## src/rtl/xor_gate_tester.sv

```systemverilog
// Truth-table tester for a quad 2-input XOR gate: sweeps all 256 {A,B} vectors,
// checks the synchronised Y against A^B and records the error count and the first failing vector.
module xor_gate_tester #(
  parameter int SETTLE_CYC   = 4,
  parameter bit STOP_ON_FAIL = 1'b0
) (
  input  logic       CLK,
  input  logic       RST,
  input  logic       START,
  output logic [3:0] A_OUT,
  output logic [3:0] B_OUT,
  input  logic [3:0] Y_IN,
  output logic       BUSY,
  output logic       DONE,
  output logic       PASS,
  output logic [8:0] ERR_CNT,
  output logic       FAIL_VALID,
  output logic [7:0] FIRST_FAIL
);

  localparam int CW = (SETTLE_CYC > 1) ? $clog2(SETTLE_CYC) : 1;

  typedef enum logic [1:0] {S_IDLE, S_SETTLE, S_CHECK, S_DONE} state_t;

  state_t          r_state, w_next;
  logic [7:0]      r_vec;
  logic [CW-1:0]   r_wait;
  logic [3:0]      r_y_m, r_y_s;
  logic            r_busy, r_done, r_fv;
  logic [8:0]      r_err;
  logic [7:0]      r_ff;

  logic w_start, w_mis, w_last_wait, w_end;

  assign w_start     = START && ((r_state == S_IDLE) || (r_state == S_DONE));
  assign w_mis       = (r_y_s != (r_vec[7:4] ^ r_vec[3:0]));
  assign w_last_wait = (r_wait == CW'(SETTLE_CYC - 1));
  // Run ends on the last vector, or on the first mismatch when stopping early.
  assign w_end       = (r_vec == 8'hFF) || (STOP_ON_FAIL && w_mis);

  always_ff @(posedge CLK or posedge RST) begin
    if (RST) r_state <= S_IDLE;
    else     r_state <= w_next;
  end

  always_comb begin
    w_next = r_state;
    unique case (r_state)
      S_IDLE, S_DONE: if (w_start) w_next = S_SETTLE;
      S_SETTLE:       if (w_last_wait) w_next = S_CHECK;
      S_CHECK:        w_next = w_end ? S_DONE : S_SETTLE;
      default:        w_next = S_IDLE;
    endcase
  end

  always_ff @(posedge CLK or posedge RST) begin
    if (RST) begin
      r_vec  <= '0;
      r_wait <= '0;
      r_y_m  <= '0;
      r_y_s  <= '0;
      r_busy <= 1'b0;
      r_done <= 1'b0;
      r_fv   <= 1'b0;
      r_err  <= '0;
      r_ff   <= '0;
    end else begin
      r_y_m <= Y_IN;
      r_y_s <= r_y_m;
      if (w_start) begin
        r_vec  <= '0;
        r_wait <= '0;
        r_busy <= 1'b1;
        r_done <= 1'b0;
        r_fv   <= 1'b0;
        r_err  <= '0;
        r_ff   <= '0;
      end else begin
        unique case (r_state)
          S_SETTLE: if (!w_last_wait) r_wait <= r_wait + 1'b1;
          S_CHECK: begin
            if (w_mis) begin
              r_err <= r_err + 9'd1;
              if (!r_fv) begin
                r_ff <= r_vec;
                r_fv <= 1'b1;
              end
            end
            if (w_end) begin
              r_busy <= 1'b0;
              r_done <= 1'b1;
            end else begin
              r_vec  <= r_vec + 8'd1;
              r_wait <= '0;
            end
          end
          default: ;
        endcase
      end
    end
  end

  assign A_OUT      = r_vec[7:4];
  assign B_OUT      = r_vec[3:0];
  assign BUSY       = r_busy;
  assign DONE       = r_done;
  assign PASS       = r_done && (r_err == 9'd0);
  assign ERR_CNT    = r_err;
  assign FAIL_VALID = r_fv;
  assign FIRST_FAIL = r_ff;

endmodule

```

## config.mk

```make
export PLATFORM = sky130hd
export DESIGN_NAME = xor_gate_tester
export DESIGN_NICKNAME = d
export VERILOG_FILES = /design/src/rtl/xor_gate_tester.sv
export SDC_FILE = /design/constraint.sdc
export NUM_CORES = 1
export LEC_CHECK = 0
export ABC_AREA = 1
export ABC_CLOCK_PERIOD_IN_PS = 1950
export BUFFER_PORTS_ARGS = -buffer_cell sky130_fd_sc_hd__buf_4
export CAP_MARGIN = 30
export CORE_ASPECT_RATIO = 1.25
export CORE_MARGIN = 5
export CORE_UTILIZATION = 55
export DETAILED_ROUTE_END_ITERATION = 12
export HOLD_SLACK_MARGIN = 0.1
export PLACE_DENSITY = 0.75
export SYNTH_ARGS = -nofsm -noshare
export SYNTH_HDL_FRONTEND = slang
export SYNTH_SLANG_ARGS = --single-unit
```

## constraint.sdc

```tcl
create_clock -name CLK -period 1.95 [get_ports CLK]
set_clock_uncertainty 0.1 [all_clocks]
set_input_delay 0.2925 -clock CLK [delete_from_list [all_inputs] [get_ports CLK]]
set_output_delay 0.2925 -clock CLK [all_outputs]
set_load 0.03 [all_outputs]
```

== Yosys cells after proc, flatten, opt, wreduce, memory -nomap -nowiden ==
Cells that the tools add are included.

* Add/subtract/negate cells: 3
* $mul: 0
* Div/mod/pow operators: 0
* Magnitude comparators: 0
* Eq/ne operators: 12
* Shift-type cells: 0
* Mux-type cells: 27
* Bitwise gates (word level): 1
* Reduce and logical (&&, ||, !) cells: 16

{| class="wikitable"
|+ Operator list
! operator !! count
|-
| $mux W8 || 7
|-
| $mux W9 || 3
|-
| $mux W2 || 6
|-
| $add A9 B1 Y9 const B || 1
|-
| $logic_not A9 Y1 || 1
|-
| $mux W1 || 9
|-
| $add A8 B1 Y8 const B || 1
|-
| $eq A8 B8 Y1 const B || 1
|-
| $reduce_and A2 Y1 || 4
|-
| $eq A2 B2 Y1 const B || 3
|-
| $ne A2 B2 Y1 const B || 3
|-
| $ne A3 B3 Y1 const B || 2
|-
| $pmux W2 S3 || 1
|-
| $reduce_and A3 Y1 || 2
|-
| $reduce_bool A2 Y1 || 3
|-
| $ne A4 B4 Y1 || 1
|-
| $pmux W2 S2 || 1
|-
| $xor A4 B4 Y4 || 1
|-
| $reduce_bool A3 Y1 || 1
|-
| $add A2 B1 Y2 const B || 1
|-
| $eq A2 B1 Y1 const B || 1
|-
| $logic_and A1 B1 Y1 || 2
|-
| $logic_not A2 Y1 || 1
|-
| $ne A2 B1 Y1 const B || 1
|-
| other kinds (2) || 2
|}

* Flip-flop bits (word level): 40
* Latch bits: 0
* RAM bits: 0
* Bits in read-only memories: 0
* Bits of input ports: 7
* Output and inout port bits: 29
* Word-level logic and storage cells: 69
* Memories: 0

== Depth between registers and ports, before layout ==
Gate-level depths: netlist of run 1.

* Word-level depth: 5
* Depth in mapped cells: 11

== Least setup slack after synthesis of run 1 ==
OpenSTA, ideal clock, no wires.

* Path kind: register -> output
* Start point: register r_err[0] (netlist: ERR_CNT[0])
* End point: output PASS
* Data arrival time: 1.760 ns
* Slack: -0.202 ns
* Cell stages (with the launch flop): 5
* Path buffers: 0
* Path through: dfrtp_1 inv_1 ha_1 nand2_1 nor4_1

* Cells in the longest elaborated chain, start to end: 2

{| class="wikitable"
|+ RTL lines
! element !! line !! RTL
|-
| start: declaration || 30 || <nowiki>logic [8:0] r_err;</nowiki>
|-
| start signal: assignment || 83 || <nowiki>r_err <= r_err + 9'd1;</nowiki>
|-
| $logic_not A9 Y1 || 107 || <nowiki>assign PASS = r_done && (r_err == 9'd0);</nowiki>
|-
| $logic_and A1 B1 Y1 || 107 ||
|-
| end: declaration || 15 || <nowiki>output logic PASS,</nowiki>
|}

No other way between the ends.

== Worst setup path in the final report of run 1 ==
* Start point: register r_state[0]
* End point: register r_err[1] (netlist: ERR_CNT[1])

* Cells in the longest elaborated chain, start to end: 5

{| class="wikitable"
|+ RTL lines
! element !! line !! RTL
|-
| start: declaration || 25 || <nowiki>state_t r_state, w_next;</nowiki>
|-
| start signal: assignment || 43 || <nowiki>else r_state <= w_next;</nowiki>
|-
| $eq A2 B2 Y1 or $logic_not A2 Y1 (tied branches) || 35 || <nowiki>assign w_start = START && ((r_state == S_IDLE) || (r_state == S_DONE));</nowiki>
|-
| $logic_or A1 B1 Y1 || 35 ||
|-
| $logic_and A1 B1 Y1 || 35 ||
|-
| $reduce_bool A2 Y1 (no line) || - ||
|-
| $reduce_and A2 Y1 (no line) || - ||
|}

Parallel ways exist; a longest one is shown, timed or not.
A chain may end at the register's enable or synchronous reset.

==> results of run 1 <==
==> layout make-up <==
class / instances / area share
Sequential cell: 40 / 0.387
Clock inverter: 1 / 0.00193
Timing Repair Buffer: 46 / 0.139
Clock buffer: 6 / 0.0280
Multi-Input combinational cell: 183 / 0.377
Tap cell: 40 / 0.0193
Inverter: 33 / 0.0477
==> layout by cell type, fill, tap and decap left out <==
master,instances
clkinv_2,1
inv_2,5
nor2_4,1
clkbuf_1,1
inv_1,28
xnor2_2,1
a21oi_1,4
or2_2,1
ha_1,6
nand2_2,2
nand2_1,78
dlygate4sd3_1,5
nor4_2,1
o21ai_0,12
xor2_1,3
nand4_1,12
nand3_4,1
nand3_1,23
nor3_1,3
dfrtp_1,37
nand3b_1,2
nor2_1,20
dfrtp_2,3
nand3_2,1
nand2_8,1
ha_2,1
o21ai_2,10
buf_4,40
clkbuf_8,5
buf_6,1
==> cells by family after synthesis <==
kind of cell	after synthesis
buf+inv	39
xor+xnor	4
compound gates	26
simple gates	146
flops	40
fa+ha+maj	7
==> metal layers <==
layer  global-route usage  up-vias  share of wire
li1                     -      933              -
met1                0.227      842           0.42
met2                0.327       40           0.52
met3               0.0493       12          0.041
met4               0.0954        0          0.025
met5                    0        -              0
==> path summary, 6_finish.rpt <==
check                              to  slack (ps)  depth (start not counted)
setup / recovery           ERR_CNT[1]         160                          9
hold / removal               r_y_s[0]         250                          0
setup reg to reg           ERR_CNT[1]         160                          9
hold reg to reg              r_y_s[0]         250                          0
max in group asynchronous    r_vec[0]         810                          4
min in group asynchronous  ERR_CNT[0]         580                          4
==> report_power, final <==
part | total, mW | internal, mW | switching [mW]
Combinational | 0.511 | 0.198 | 0.314
Sequential | 0.981 | 0.896 | 0.0843
Clock | 0.502 | 0.243 | 0.260
Total | 1.99 | 1.34 | 0.658
==> Yosys cell counts, types with 2 or more instances <==
library cell and count:
xor2_1 3, buf_6 2, nand4_1 12, a21oi_1 4
nor2_1 20, nand3b_1 2, nand2_1 80, ha_1 7
o21ai_0 12, inv_1 30, nand3_1 23, inv_2 3
buf_2 2, o21ai_2 10, dfrtp_1 40, nor3_1 3
==> state kept, by name, summed over array words and instances, names as in the netlist <==
| name | count |
|---|---|
| DONE | 1 |
| FAIL_VALID | 1 |
| r_y_s | 4 |
| r_vec | 8 |
| r_wait | 2 |
| ERR_CNT | 9 |
| FIRST_FAIL | 8 |
| r_y_m | 4 |
| r_state | 2 |
| BUSY | 1 |
==> critical path: stages, from the launching register on <==
cell	delay, ps
dfrtp_1	390
inv_1	60
ha_1	300
nand2_1	140
nand2_1	110
nor2_4	110
nand3_4	160
nand2_8	200
nand2_1	90
o21ai_2	60
==> what timing repair did <==
| action | 4_1_cts | 5_1_grt |
|---|---|---|
| setup buffers | 0 | 1 |
| resized for setup | 0 | 10 |
| endpoints found under the setup margin | 0 | 27 |
| hold buffers | 5 | 0 |
| endpoints found under the hold margin | 44 | 0 |
==> stage by stage <==
stage / cell area, um2 / hold slack, ps / instances
floorplan: 2130 / 224 / 262
global placement: 2440 / 232 / 336
detailed placement: 2440 / 236 / 336
CTS: 2560 / 252 / 348
global route: 2600 / 266 / 349
finish: 2600 / 250 / 349
==> summary.md, run 1 <==
| Metric | Value |
|---|---|
| Final Power | `1.99 mW` |
| Hold Startpoint | `r_y_m[0]` |
| Pleak | `1.38 nW` |
| Fmax | `559 MHz` |
| Critical Path AT | `1910 ps` |
| Synth warn | `0` |
| CTS tree | `yes` |
| Synthesis-stage register bit count | `40` |
| Outcome | `finished, final reports clean` |
| Cell taking the most area after synthesis | `dfrtp_1` |
| Gr usage total | `0.194` |
| Final setup TNS | `0 ps` |
| Core area | `3750 um2` |
| Worst Setup Start Kind | `flop` |
| Post-DP HPWL | `3360 um` |
| Largest net degree at the start of global routing | `41` |
| Fillers | `345` |
| First-pass GRT wire length | `7670 um` |
| MaxCap Viol Count | `0` |
| Post-Route Utilization | `0.692` |
| CTS sink cnt | `40` |
| Mapped cell area | `2120 um2` |
| Routability cong. | `0.845` |
| Min-delay worst type | `flop to flop` |
| Post-synthesis mux area share | `0` |
| Register area | `1000 um2` |
| Die Y | `79.4 um` |
| Final ANT Viol Nets | `0` |
| Die ar. | `5210 um2` |
| Root Buffer | `clkbuf_8` |
| Tcrit/Tclk final | `0.917` |
| Top_reg_cell synth | `dfrtp_1` |
| Xor/xnor share of the synthesized area | `0.0201` |
| Share of the synthesized area in the top cell type | `0.472` |
| H-tree Lvls | `2` |
| Crit path kind | `flop to flop` |
| P&R area growth vs syn | `22.4%` |
| Post-synthesis sequential area ratio | `0.472` |
| Area of the multi-input gates | `978 um2` |
| Adder-cell share of the synthesized area | `0.0413` |
| Routed length per instance | `12.8 um` |
| Largest family of logic cells by synthesized area | `simple AND/OR/NAND/NOR gates` |
| Skew-Pair Late Insertion Delay | `290 ps` |
| Initial antenna violation count | `0` |
| Drt first pass iters | `4` |
| Setup crit end kind | `flop` |
| Total routed wirelength | `4480 um` |
| Synth area leaders | `dfrtp_1, nand2_1, nand3_1, inv_1, ha_1` |
| Worst VDD drop | `0.000430 V` |
| Final Critical Period | `1790 ps` |
| Post-synthesis simple-gate area fraction | `0.310` |
| Slew Viols, Final | `0` |
| Bufs on Longest Clock Path | `2` |
| Global route overflow | `0` |
| Data required time of the worst path | `2070 ps` |
| Clock transition at path regs | `70 ps` |
| Worst slew margin | `0.672` |
| DRC Markers | `0` |
| Vias in the first global route | `1725` |
| Via count | `1827` |
| Final Hold Viols | `0` |
| I/O Buffers | `35` |
| DRT iter0 DRCs | `70` |
| Syn_nets | `276` |
| Die Width | `65.5 um` |
| Number of flops mapped to enable cells by yosys | `0` |
| Compound-cell area share of the yosys netlist | `0.0791` |
| Critical Path Fanout Max | `20` |
| Avg Cell Area, Syn | `8.09 um2` |
| Setup Viol. Count Final | `0` |
| Synth Instances | `262` |
| R2r startpoint | `r_state[0]` |
| Vias per inst | `5.23` |
| Pwr dens | `768 nW/um2` |
| Least-Margin Pin Slew | `492 ps` |
| Ports | `36` |
| Post-synth cell types | `25` |
| Async set-or-reset flop fraction in the synthesized netlist | `1.00` |
| Layout cells sized above 1 | `0.243` |
| Num CTS Buffers | `5` |
| CP startpoint | `r_state[0]` |
| Fin nets | `323` |
| Ant diodes | `0` |
| Worst slack, placed | `85.8 ps` |
| Starting Density | `0.565` |
| RSZ-0062 raised after global routing | `false` |
| Row count | `25` |
| Post-route setup slack | `161 ps` |
Note: power is estimated with default switching activity, not from simulation.
==> run 2: changes to the inputs <==
PLACE_DENSITY = 0.78   (was 0.75)
==> summary.md, run 2 (synthesis results as in run 1) <==
| Metric | Value |
|---|---|
| First-pass GRT wire length | `7730 um (+0.73%)` |
| Ports | `36 (unchanged)` |
| Root Buffer | `clkbuf_8` |
| Min-delay worst type | `flop to flop` |
| Least-Margin Pin Slew | `491 ps (-1.35 ps)` |
| Num CTS Buffers | `5 (unchanged)` |
| Setup crit end kind | `primary output` |
| Fillers | `309 (-10%)` |
| Crit path kind | `flop to primary output` |
| Vias per inst | `5.23 (-0.12%)` |
| Slew Viols, Final | `0 (unchanged)` |
| M1 wire length | `1850 um (-1.4%)` |
| MaxCap Viol Count | `0 (unchanged)` |
| CTS sink cnt | `40 (unchanged)` |
| RSZ-0062 raised after global routing | `false` |
| Final Critical Period | `1830 ps (+43.1 ps)` |
| Total routed wirelength | `4430 um (-1.2%)` |
| R2r startpoint | `r_state[0]` |
| Routed length per instance | `12.7 um (-1.4%)` |
| Final ANT Viol Nets | `0 (unchanged)` |
| I/O Buffers | `35 (unchanged)` |
| Data required time of the worst path | `1560 ps (-510 ps)` |
| Skew-Pair Late Insertion Delay | `290 ps (about the same)` |
| Outcome | `finished, final reports clean` |
| Final setup TNS | `0 ps (unchanged)` |
| CTS tree | `yes` |
| Critical Path AT | `1440 ps (-470 ps)` |
| Layout cells sized above 1 | `0.235 (-0.00723)` |
| H-tree Lvls | `2 (unchanged)` |
| Post-DP HPWL | `3290 um (-2.1%)` |
| Gr usage total | `0.195 (+0.000654)` |
| Die ar. | `5210 um2 (unchanged)` |
| Via count | `1830 (+0.16%)` |
| Worst slew margin | `0.673 (+0.000901)` |
| DRT iter0 DRCs | `135 (+93%)` |
| Critical Path Fanout Max | `4 (-80%)` |
| Die Width | `65.5 um (unchanged)` |
| DRC Markers | `0 (unchanged)` |
| Top Layer Used | `met4` |
| Global route overflow | `0 (unchanged)` |
| Reg-to-reg setup timing slack | `200 ps (+40 ps)` |
| Worst VDD drop | `0.000633 V (+47%)` |
| CP startpoint | `ERR_CNT[0]` |
| Largest net degree at the start of global routing | `41 (unchanged)` |
| Core area | `3750 um2 (unchanged)` |
| Fin nets | `323 (unchanged)` |
| Final Hold Viols | `0 (unchanged)` |
| Initial antenna violation count | `0 (unchanged)` |
| Met2 wire length | `2210 um (-4.3%)` |
| P&R area growth vs syn | `23.5%` |
| Die Y | `79.4 um (unchanged)` |
| Hold slack | `243 ps (-7.42 ps)` |
| Ant diodes | `0 (unchanged)` |
| FF-to-FF path depth | `9 (unchanged)` |
| Commonest non-fill, non-tap cells in the layout | `nand2_1, buf_4, dfrtp_1, inv_1, nand3_1` |
| Pleak | `1.39 nW (+1.2%)` |
| Tcrit/Tclk final | `0.939 (+0.0221)` |
| Bufs on Longest Clock Path | `2 (unchanged)` |
| FF-to-FF End | `ERR_CNT[7]` |
| Pwr dens | `818 nW/um2 (+6.5%)` |
| Max reg flops | `9 (unchanged)` |
| Worst Setup Start Kind | `flop` |
| Crit path to | `PASS` |
| Row count | `25 (unchanged)` |
| Starting Density | `0.565 (unchanged)` |
| Setup Viol. Count Final | `0 (unchanged)` |
| Drt first pass iters | `4 (unchanged)` |
| Clock transition at path regs | `70 ps (about the same)` |
| Commonest non-fill, non-tap cell in the layout | `nand2_1` |
| Fmax | `546 MHz (-2.4%)` |
| Vias in the first global route | `1752 (+1.6%)` |
| Routability cong. | `0.859 (+1.7%)` |
| Met3 wire len | `257 um (+38%)` |
run 2: timing repair:
item                       CTS  global route
hold buffers                 5             0
buffers inserted             0             1
hold endpoints to repair    44             0
setup endpoints to repair    0            21
resized for setup            0             6
run 2: per-layer routing:
metal / vias up / track usage
met1: 837 / 0.218
met3: 11 / 0.0549
li1: 940 / -
met5: - / 0
met2: 42 / 0.338
met4: 0 / 0.0892
run 2: worst min-delay path by stage:
stage	start	depth (start not counted)	endpoint
after floorplan	Y_IN[0]	0	r_y_m[0]
after global placement	r_y_m[0]	0	r_y_s[0]
after detailed placement	r_y_m[1]	0	r_y_s[1]
after CTS	r_y_m[3]	0	r_y_s[3]
after global routing	r_y_m[3]	0	r_y_s[3]
final	r_y_m[3]	0	r_y_s[3]
run 2: final cells by class:
class | count | area (um2) | area share
clock buffer | 6 | 72.6 | 0.0277
clock inverter | 2 | 35.0 | 0.0134
inverter | 33 | 124 | 0.0473
multi-input combinational | 183 | 978 | 0.373
sequential | 40 | 1000 | 0.383
tap | 40 | 50.0 | 0.0191
timing repair buffer | 46 | 358 | 0.137
run 2: stage by stage:
stage,utilization,worst slack (ps),total power [mW],instances,instance area [um2]
6_report,0.698,118,2.14,350,2620
3_3_place_gp,0.649,155,1.48,336,2440
3_5_place_dp,0.649,107,1.50,336,2440
4_1_cts,0.691,59.0,2.16,349,2590
2_1_floorplan,-,129,1.33,262,2130
5_1_grt,0.698,1.74,2.27,350,2620
run 2: where the power goes:
part	switching (mW)	internal, mW	total, mW
Sequential	0.0794	0.895	0.975
Combinational	0.321	0.200	0.521
Clock	0.268	0.379	0.647
Total	0.668	1.47	2.14
run 2: worst max-delay path, cell delays in order, from the launching register on:
cell and delay, ps:
dfrtp_1 420, inv_1 100, ha_1 180, nand2_1 70
nor4_2 190, buf_4 190
